===== src/rtl/ifetch_ctrl.sv =====
// Instruction fetch and run control ahead of the PC: imem, branch LUT, start/done handshake.
// Optional breakpoint support is compiled in with IFETCH_BREAKPOINT_EN.
module ifetch_ctrl #(
  parameter int unsigned IMEM_DEPTH = 256,
  parameter logic [4:0]  HALT_OP    = 5'b11111,
  parameter logic [4:0]  NOP_OP     = 5'b00000,
  parameter logic [15:0] MAX_CYCLES = 16'd4095
) (
  input  logic        clk,
  input  logic        reset,
  input  logic [7:0]  pc_i,
  input  logic        start,
  input  logic        load_we,
  input  logic [7:0]  load_addr,
  input  logic [8:0]  load_data,
  input  logic        lut_we,
  input  logic [3:0]  lut_addr,
  input  logic [14:0] lut_data,
`ifdef IFETCH_BREAKPOINT_EN
  input  logic        bp_we,
  input  logic [7:0]  bp_addr,
  input  logic        bp_en,
  output logic        bp_hit_o,
`endif
  output logic [8:0]  instr_o,
  output logic [4:0]  op_o,
  output logic [14:0] bamt_o,
  output logic        cpu_reset_o,
  output logic        running_o,
  output logic        done_o,
  output logic        timeout_o,
  output logic [15:0] cycle_count_o
);

  typedef enum logic [1:0] {S_IDLE, S_RUN, S_DONE} state_t;

  state_t      state;
  logic [8:0]  imem [IMEM_DEPTH];
  logic [14:0] lut  [16];
  logic        halt_hit;
  logic        tmo_hit;
  logic        bp_stop;

  // Memories are not reset; writes are locked out while a program runs.
  always_ff @(posedge clk) begin
    if (load_we && state != S_RUN) imem[load_addr] <= load_data;
    if (lut_we && state != S_RUN)   lut[lut_addr]   <= lut_data;
  end

  always_comb begin
    instr_o = {NOP_OP, 4'b0000};
    if (state == S_RUN) instr_o = imem[pc_i];
  end

  assign op_o     = instr_o[8:4];
  assign bamt_o   = lut[instr_o[3:0]];
  assign halt_hit = (op_o == HALT_OP);
  assign tmo_hit  = (cycle_count_o == MAX_CYCLES - 16'd1);

`ifdef IFETCH_BREAKPOINT_EN
  logic [7:0] bp_addr_q;

  always_ff @(posedge clk) begin
    if (bp_we && state != S_RUN) bp_addr_q <= bp_addr;
  end

  assign bp_stop = bp_en && (pc_i == bp_addr_q);
`else
  assign bp_stop = 1'b0;
`endif

  // running_o / cpu_reset_o are registered alongside state so they match its decode.
  always_ff @(posedge clk) begin
    if (reset) begin
      state         <= S_IDLE;
      running_o     <= 1'b0;
      cpu_reset_o   <= 1'b1;
      done_o        <= 1'b0;
      timeout_o     <= 1'b0;
      cycle_count_o <= '0;
`ifdef IFETCH_BREAKPOINT_EN
      bp_hit_o      <= 1'b0;
`endif
    end else begin
      case (state)
        S_IDLE, S_DONE: begin
          if (start) begin
            state         <= S_RUN;
            running_o     <= 1'b1;
            cpu_reset_o   <= 1'b0;
            done_o        <= 1'b0;
            timeout_o     <= 1'b0;
            cycle_count_o <= '0;
`ifdef IFETCH_BREAKPOINT_EN
            bp_hit_o      <= 1'b0;
`endif
          end
        end
        S_RUN: begin
          cycle_count_o <= cycle_count_o + 16'd1;
          if (halt_hit || bp_stop || tmo_hit) begin
            state       <= S_DONE;
            running_o   <= 1'b0;
            cpu_reset_o <= 1'b1;
            done_o      <= 1'b1;
            timeout_o   <= !halt_hit && !bp_stop;
`ifdef IFETCH_BREAKPOINT_EN
            bp_hit_o    <= !halt_hit && bp_stop;
`endif
          end
        end
        default: begin
          state       <= S_IDLE;
          running_o   <= 1'b0;
          cpu_reset_o <= 1'b1;
        end
      endcase
    end
  end

endmodule


===== config.mk =====
export PLATFORM = sky130hd
export DESIGN_NAME = ifetch_ctrl
export DESIGN_NICKNAME = d
export VERILOG_FILES = /design/src/rtl/ifetch_ctrl.sv
export SDC_FILE = /design/constraint.sdc
export NUM_CORES = 2
export LEC_CHECK = 0
export BUFFER_PORTS_ARGS = -buffer_cell sky130_fd_sc_hd__buf_2
export CORE_MARGIN = 2
export CORE_UTILIZATION = 55
export CTS_CLUSTER_DIAMETER = 40
export DETAILED_ROUTE_END_ITERATION = 7
export GPL_TIMING_DRIVEN = 0
export PLACE_DENSITY = 0.67
export SLEW_MARGIN = 20
export SYNTH_ARGS = -nofsm -noshare
export SYNTH_HDL_FRONTEND = slang
export SYNTH_SLANG_ARGS = --single-unit

===== constraint.sdc =====
create_clock -name clk -period 8.8 [get_ports clk]
set_input_delay 0.88 -clock clk [delete_from_list [all_inputs] [get_ports clk]]
set_output_delay 0.88 -clock clk [all_outputs]
set_load 0.1 [all_outputs]

Word level (Yosys, flattened, before mapping)
Memory sizes are Yosys's and may differ from the RTL's.
Cells that the tools add are included.

word-level totals
  bits in writable memories = 2544
  latch bits = 0
  word-level logic and storage cells = 45
  register bits = 22
  input port bits = 49
  memories = 2
  output and inout port bits = 49
  bits in read-only memories = 0

cells by class
  divide/modulo/power cells = 0
  magnitude comparators = 0
  bitwise logic cells = 0
  equality and inequality tests = 7
  shifts and indexed selects = 0
  $mul = 0
  add/subtract/negate cells = 1
  reductions and logical operators = 10
  multiplexer cells = 19

memory list
  memory  words  width  rd ports  clocked after Yosys merged registers in  write ports  line  RTL
  imem    256    9      1         0                                        1            38    logic [8:0] imem [IMEM_DEPTH];
  lut     16     15     1         0                                        1            39    logic [14:0] lut [16];

operator list
  operator                 count
  $pmux W16 S2             1
  $add A16 B1 Y16 const B  1
  $eq A16 B12 Y1 const B   1
  $mux W16                 1
  $mux W1                  9
  $mux W9                  1
  $pmux W1 S2              4
  $eq A5 B5 Y1 const B     1
  $mux W2                  2
  $ne A2 B1 Y1 const B     2
  $pmux W2 S2              1
  $reduce_and A2 Y1        2
  $reduce_and A3 Y1        1
  $eq A2 B1 Y1 const B     1
  $eq A2 B2 Y1 const B     1
  $logic_and A1 B1 Y1      2
  $logic_not A2 Y1         1
  $ne A2 B2 Y1 const B     1
  $reduce_bool A2 Y1       1
  $reduce_or A2 Y1         1
  $logic_not A1 Y1         1
  $logic_or A1 B1 Y1       1

Logic depth before layout (Yosys ltp)
  depth after elaboration = 6
  gate-level depth with buffers = 17
  mapped depth without buffers = 9

Worst setup path before layout
OpenSTA, ideal clock, no wires.

  kind = input to output
  start = input pc_i[0]
  end = output bamt_o[10]
  arrival time = 5.222 ns
  path buffers = 9
  setup slack = 2.698 ns
  cell stages on the path = 16
  data required time = 7.920 ns
  cell sequence = buf_6 -> buf_12 -> buf_12 -> buf_8 -> buf_8 -> buf_12 -> buf_12 -> buf_6 -> mux2i_1 -> a2111oi_0 -> nand3_1 -> a32oi_2 -> o311ai_2 -> clkbuf_1 -> a221o_1 -> nand3_1

on the way
  longest elaborated chain between the ends = 3

ends and longest elaborated chain
  element               line  RTL
  start, declared       11    input logic [7:0] pc_i,
  $mem_v2 Z256 W9       n/a
  $mux W9               52    if (state == S_RUN) instr_o = imem[pc_i];
  named net instr_o[1]  25    output logic [8:0] instr_o,
  $mem_v2 Z16 W15       n/a
  end, declared         27    output logic [14:0] bamt_o,

The timed path passes the listed nets, and every way through them passes these cells.

Worst setup path in the final report
  start = input pc_i[2]
  end = output op_o[3]

on the way
  longest elaborated chain between the ends = 2

ends and longest elaborated chain
  element          line  RTL
  $mem_v2 Z256 W9  n/a
  $mux W9          52
  end, declared    26    output logic [4:0] op_o,

No other way between the ends.

==> impl_metrics.json <==
{
  "leakage_uw": 0.0369,
  "syn_area_um2": 99700,
  "cts.sinks": 2566,
  "layout_commonest_cell": "edfxtp_1",
  "startpoint_type": "primary input",
  "synth_top_family_by_area": "multiplexers",
  "fp.dieH_um": 430,
  "hold_depth": 1,
  "cts_tree": "done",
  "cts_buffer_depth": 4,
  "critPathCaptureType": "output pin",
  "synthTopCellsByArea": "edfxtp_1 (77%), mux4_2 (14%), mux2i_1 (1.3%)",
  "fin_crit_ns": 9.01,
  "finalPower_uw": 29700,
  "finClkSkew_ns": 0.0409,
  "postCtsSetupBuffers": 0,
  "drive_gt1_frac": 0.321,
  "synthAdderAreaFrac": 0.000251,
  "wl_mm": 385,
  "fill_cells": 11852,
  "rows": 156,
  "max_cap_violations": 0,
  "power.density_nw_per_um2": 254,
  "hp-class": "primary input to flop",
  "detail_route.wl_per_cell_um": 49.4,
  "synth_top_area_share": 0.767,
  "setup.worst_path.class": "primary input to output pin",
  "fin_setup_tns_ns": -1.77,
  "drt_iter0_markers": 12224,
  "period_share": 1.02,
  "grt_pass1_vias": 53593,
  "drc": 3,
  "p_int_uw": 22500,
  "synth_nets": 4651,
  "place_inst": 7131,
  "synth-async-reset-ratio": 0,
  "syn2layout_area_growth_pct": 17.1,
  "yosysSeqAreaShare": 0.771,
  "synth.distinct_cells": 74,
  "hold_viol_final": 0,
  "synth-xor-area-share": 0.000264,
  "timing.rr.end": "imem[69][0]",
  "initial_utilization": 0.553,
  "crit_family": "buffers and inverters",
  "maxSlewHeadroom": 0.0947,
  "combPwrFrac": 0.071,
  "syn_inst": 4600,
  "grtUsageTotal": 0.418,
  "setup_violations": 12,
  "vias": 58138,
  "dieArea_um2": 185000,
  "antenna_found_initial": 46,
  "clkPwrFrac": 0.475,
  "ant_nets": 0,
  "vdd_drop_max_uv": 267,
  "io_pins": 98,
  "final_area_um2": 117000,
  "worstPathMaxFanout": 10,
  "insertion_delay_ns": 0.99,
  "die_w_um": 430,
  "violations": "design-rule violations, negative setup slack",
  "cts_root_buf": "clkbuf_16",
  "routed_via_density": 7.47,
  "grt_pass1_wl_mm": 498,
  "coreArea_um2": 180000,
  "placed_cell_area_um2": 105000,
  "yosys_register_bits": 2566,
  "min_from": "load_data[2]",
  "ff_latch_area_um2": 76800,
  "max_freq_ghz": 0.111,
  "synthFlopType": "edfxtp_1",
  "critPathBufInv": 10,
  "power.sequential.fraction": 0.454,
  "cp_slowest_cell": "a221oi_1",
  "yosysWarnings": 0,
  "drt_pass1_iterations": 8,
  "overflow": 0,
  "max_stage_delay_ns": 0.85,
  "synth-simple-area-share": 0.0253,
  "htreeDepth": 5,
  "cts_buffers": 346,
  "slew_violations": 0,
  "grt_max_degree": 139,
  "muxShareOfSynthArea": 0.157,
  "synth-compound-area-share": 0.0290,
  "rsz0062_at_grt": "no",
  "switchingPower_uw": 7130,
  "multi_input_area_um2": 21500,
  "place.port_buffers": 88,
  "reg2reg_depth": 7,
  "switching_share": 0.240,
  "place_congestion": 1.07,
  "dp_hpwl_mm": 250,
  "stdcell_count": 7782,
  "num-nets-final": 5161,
  "hold_end": "imem[39][2]",
  "r2r-start": "state[1]",
  "cp_data_required_time_ns": 7.92,
  "fin_hold_ws_ns": 0.154,
  "final_cell_mix": "edfxtp_1 (2544), mux4_2 (628), clkbuf_16 (349)",
  "fin_ws_ns": -0.214,
  "outcome": "finished, violations left",
  "clk_pin_slew_ns": 0.06,
  "cp_cell_sequence": "buf_4 -> buf_4 -> buf_2 -> buf_4 -> buf_2 -> clkbuf_2 -> buf_12 -> buf_2 -> mux4_2 -> a221oi_1 -> o22ai_1 -> nor3_1 -> o211ai_1 -> and3_1 -> buf_4 -> buf_2",
  "synth_edf_count": 2544,
  "synth_top_cell_by_area": "edfxtp_1",
  "postSynthAreaPerCell_um2": 21.7,
  "cp.arrival_ns": 8.13,
  "tightest_slew_ns": 1.36,
  "rrSetupSlack_ns": 4.03
}
==> area by class of cell <==
class / instances / area share
timing repair buffer: 162 / 0.0174
antenna: 35 / 0.000750
sequential: 2566 / 0.658
clock buffer: 380 / 0.0758
multi-input combinational: 1740 / 0.184
buffer: 281 / 0.0151
clock inverter: 235 / 0.0228
inverter: 13 / 0.000418
tap: 2370 / 0.0254
==> per-layer routing <==
| layer | share of wire | global-route usage | up-vias | wire (um) |
|---|---|---|---|---|
| met5 | 0.00033 | 0 | - | 127 |
| met4 | 0.085 | 0.285 | 18 | 32600 |
| met3 | 0.17 | 0.185 | 1307 | 65400 |
| met2 | 0.41 | 0.566 | 6062 | 159000 |
| met1 | 0.33 | 0.544 | 30154 | 127000 |
| li1 | - | - | 20597 | - |
==> sequential cells by signal, indices dropped and copies added, names as in the netlist <==
signal,cells
lut,240
cycle_count_o,16
cpu_reset_o,1
state,2
imem,2304
running_o,1
timeout_o,1
done_o,1
==> worst reg2reg max path: cells and delay by family (launching register included) <==
family                 cells  cell delay (ns)
AND/OR/NAND/NOR            4             2.59
flip-flops                 1             0.37
buffers and inverters      3             1.40
==> worst max path at each step <==
stage	start	to	slack, ns	cells after the start
after floorplan	pc_i[0]	bamt_o[10]	2.70	16
after global placement	pc_i[4]	bamt_o[12]	-0.55	13
after detailed placement	pc_i[1]	bamt_o[3]	-0.23	16
after CTS	pc_i[2]	bamt_o[12]	0.11	16
after global routing	pc_i[2]	bamt_o[12]	0.05	16
final	pc_i[2]	op_o[3]	-0.21	16
==> what timing repair did <==
| item | 4_1_cts | 5_1_grt |
|---|---|---|
| pin swaps | 0 | 0 |
| hold buffers | 0 | 0 |
| endpoints found under the setup margin | 10 | 10 |
| gates resized for setup | 2 | 4 |
==> power by group through the flow <==
stage,sequential (uW),clock [uW],combinational (uW)
6_report,13500,14100,2100
5_1_grt,13500,14500,2050
4_1_cts,13500,14000,1980
3_5_place_dp,13700,0,1980
3_3_place_gp,13800,0,1880
2_1_floorplan,13700,0,892
==> per-stage QoR <==
step,setup WS [ns],utilization
6_report,-0.214,0.647
5_1_grt,0.0468,0.647
4_1_cts,0.110,0.646
3_5_place_dp,-0.233,0.582
3_3_place_gp,-0.548,0.571
2_1_floorplan,2.70,-
==> cells in the mapped netlist, types with 6 or more instances <==
| cell type | n |
|---|---|
| nand2_1 | 71 |
| a31oi_1 | 9 |
| dfxtp_1 | 22 |
| nor2_1 | 322 |
| mux2_2 | 16 |
| a2111oi_0 | 8 |
| nor4_1 | 14 |
| buf_1 | 9 |
| buf_2 | 69 |
| o21ai_0 | 12 |
| mux2i_1 | 131 |
| nor2b_1 | 24 |
| a221o_1 | 30 |
| mux4_2 | 628 |
| nand4_1 | 20 |
| a221oi_1 | 13 |
| inv_1 | 10 |
| a22oi_1 | 155 |
| o211ai_1 | 6 |
| a21oi_1 | 79 |
| edfxtp_1 | 2544 |
| buf_4 | 55 |
| or3_1 | 9 |
| clkbuf_1 | 110 |
| buf_6 | 30 |
| o22ai_1 | 8 |
| nand3_1 | 43 |
| nand2b_1 | 13 |
| o311ai_0 | 6 |
| and2_1 | 12 |
| a22o_1 | 16 |
| nor3_1 | 19 |
==> kinds of logic after synthesis <==
kind of cell / count (synthesis)
mux: 775
fa+ha+maj: 2
flops: 2566
buf+inv: 294
simple gates: 569
xor+xnor: 3
compound gates: 391
No activity file was read; power rests on OpenSTA's default activity.
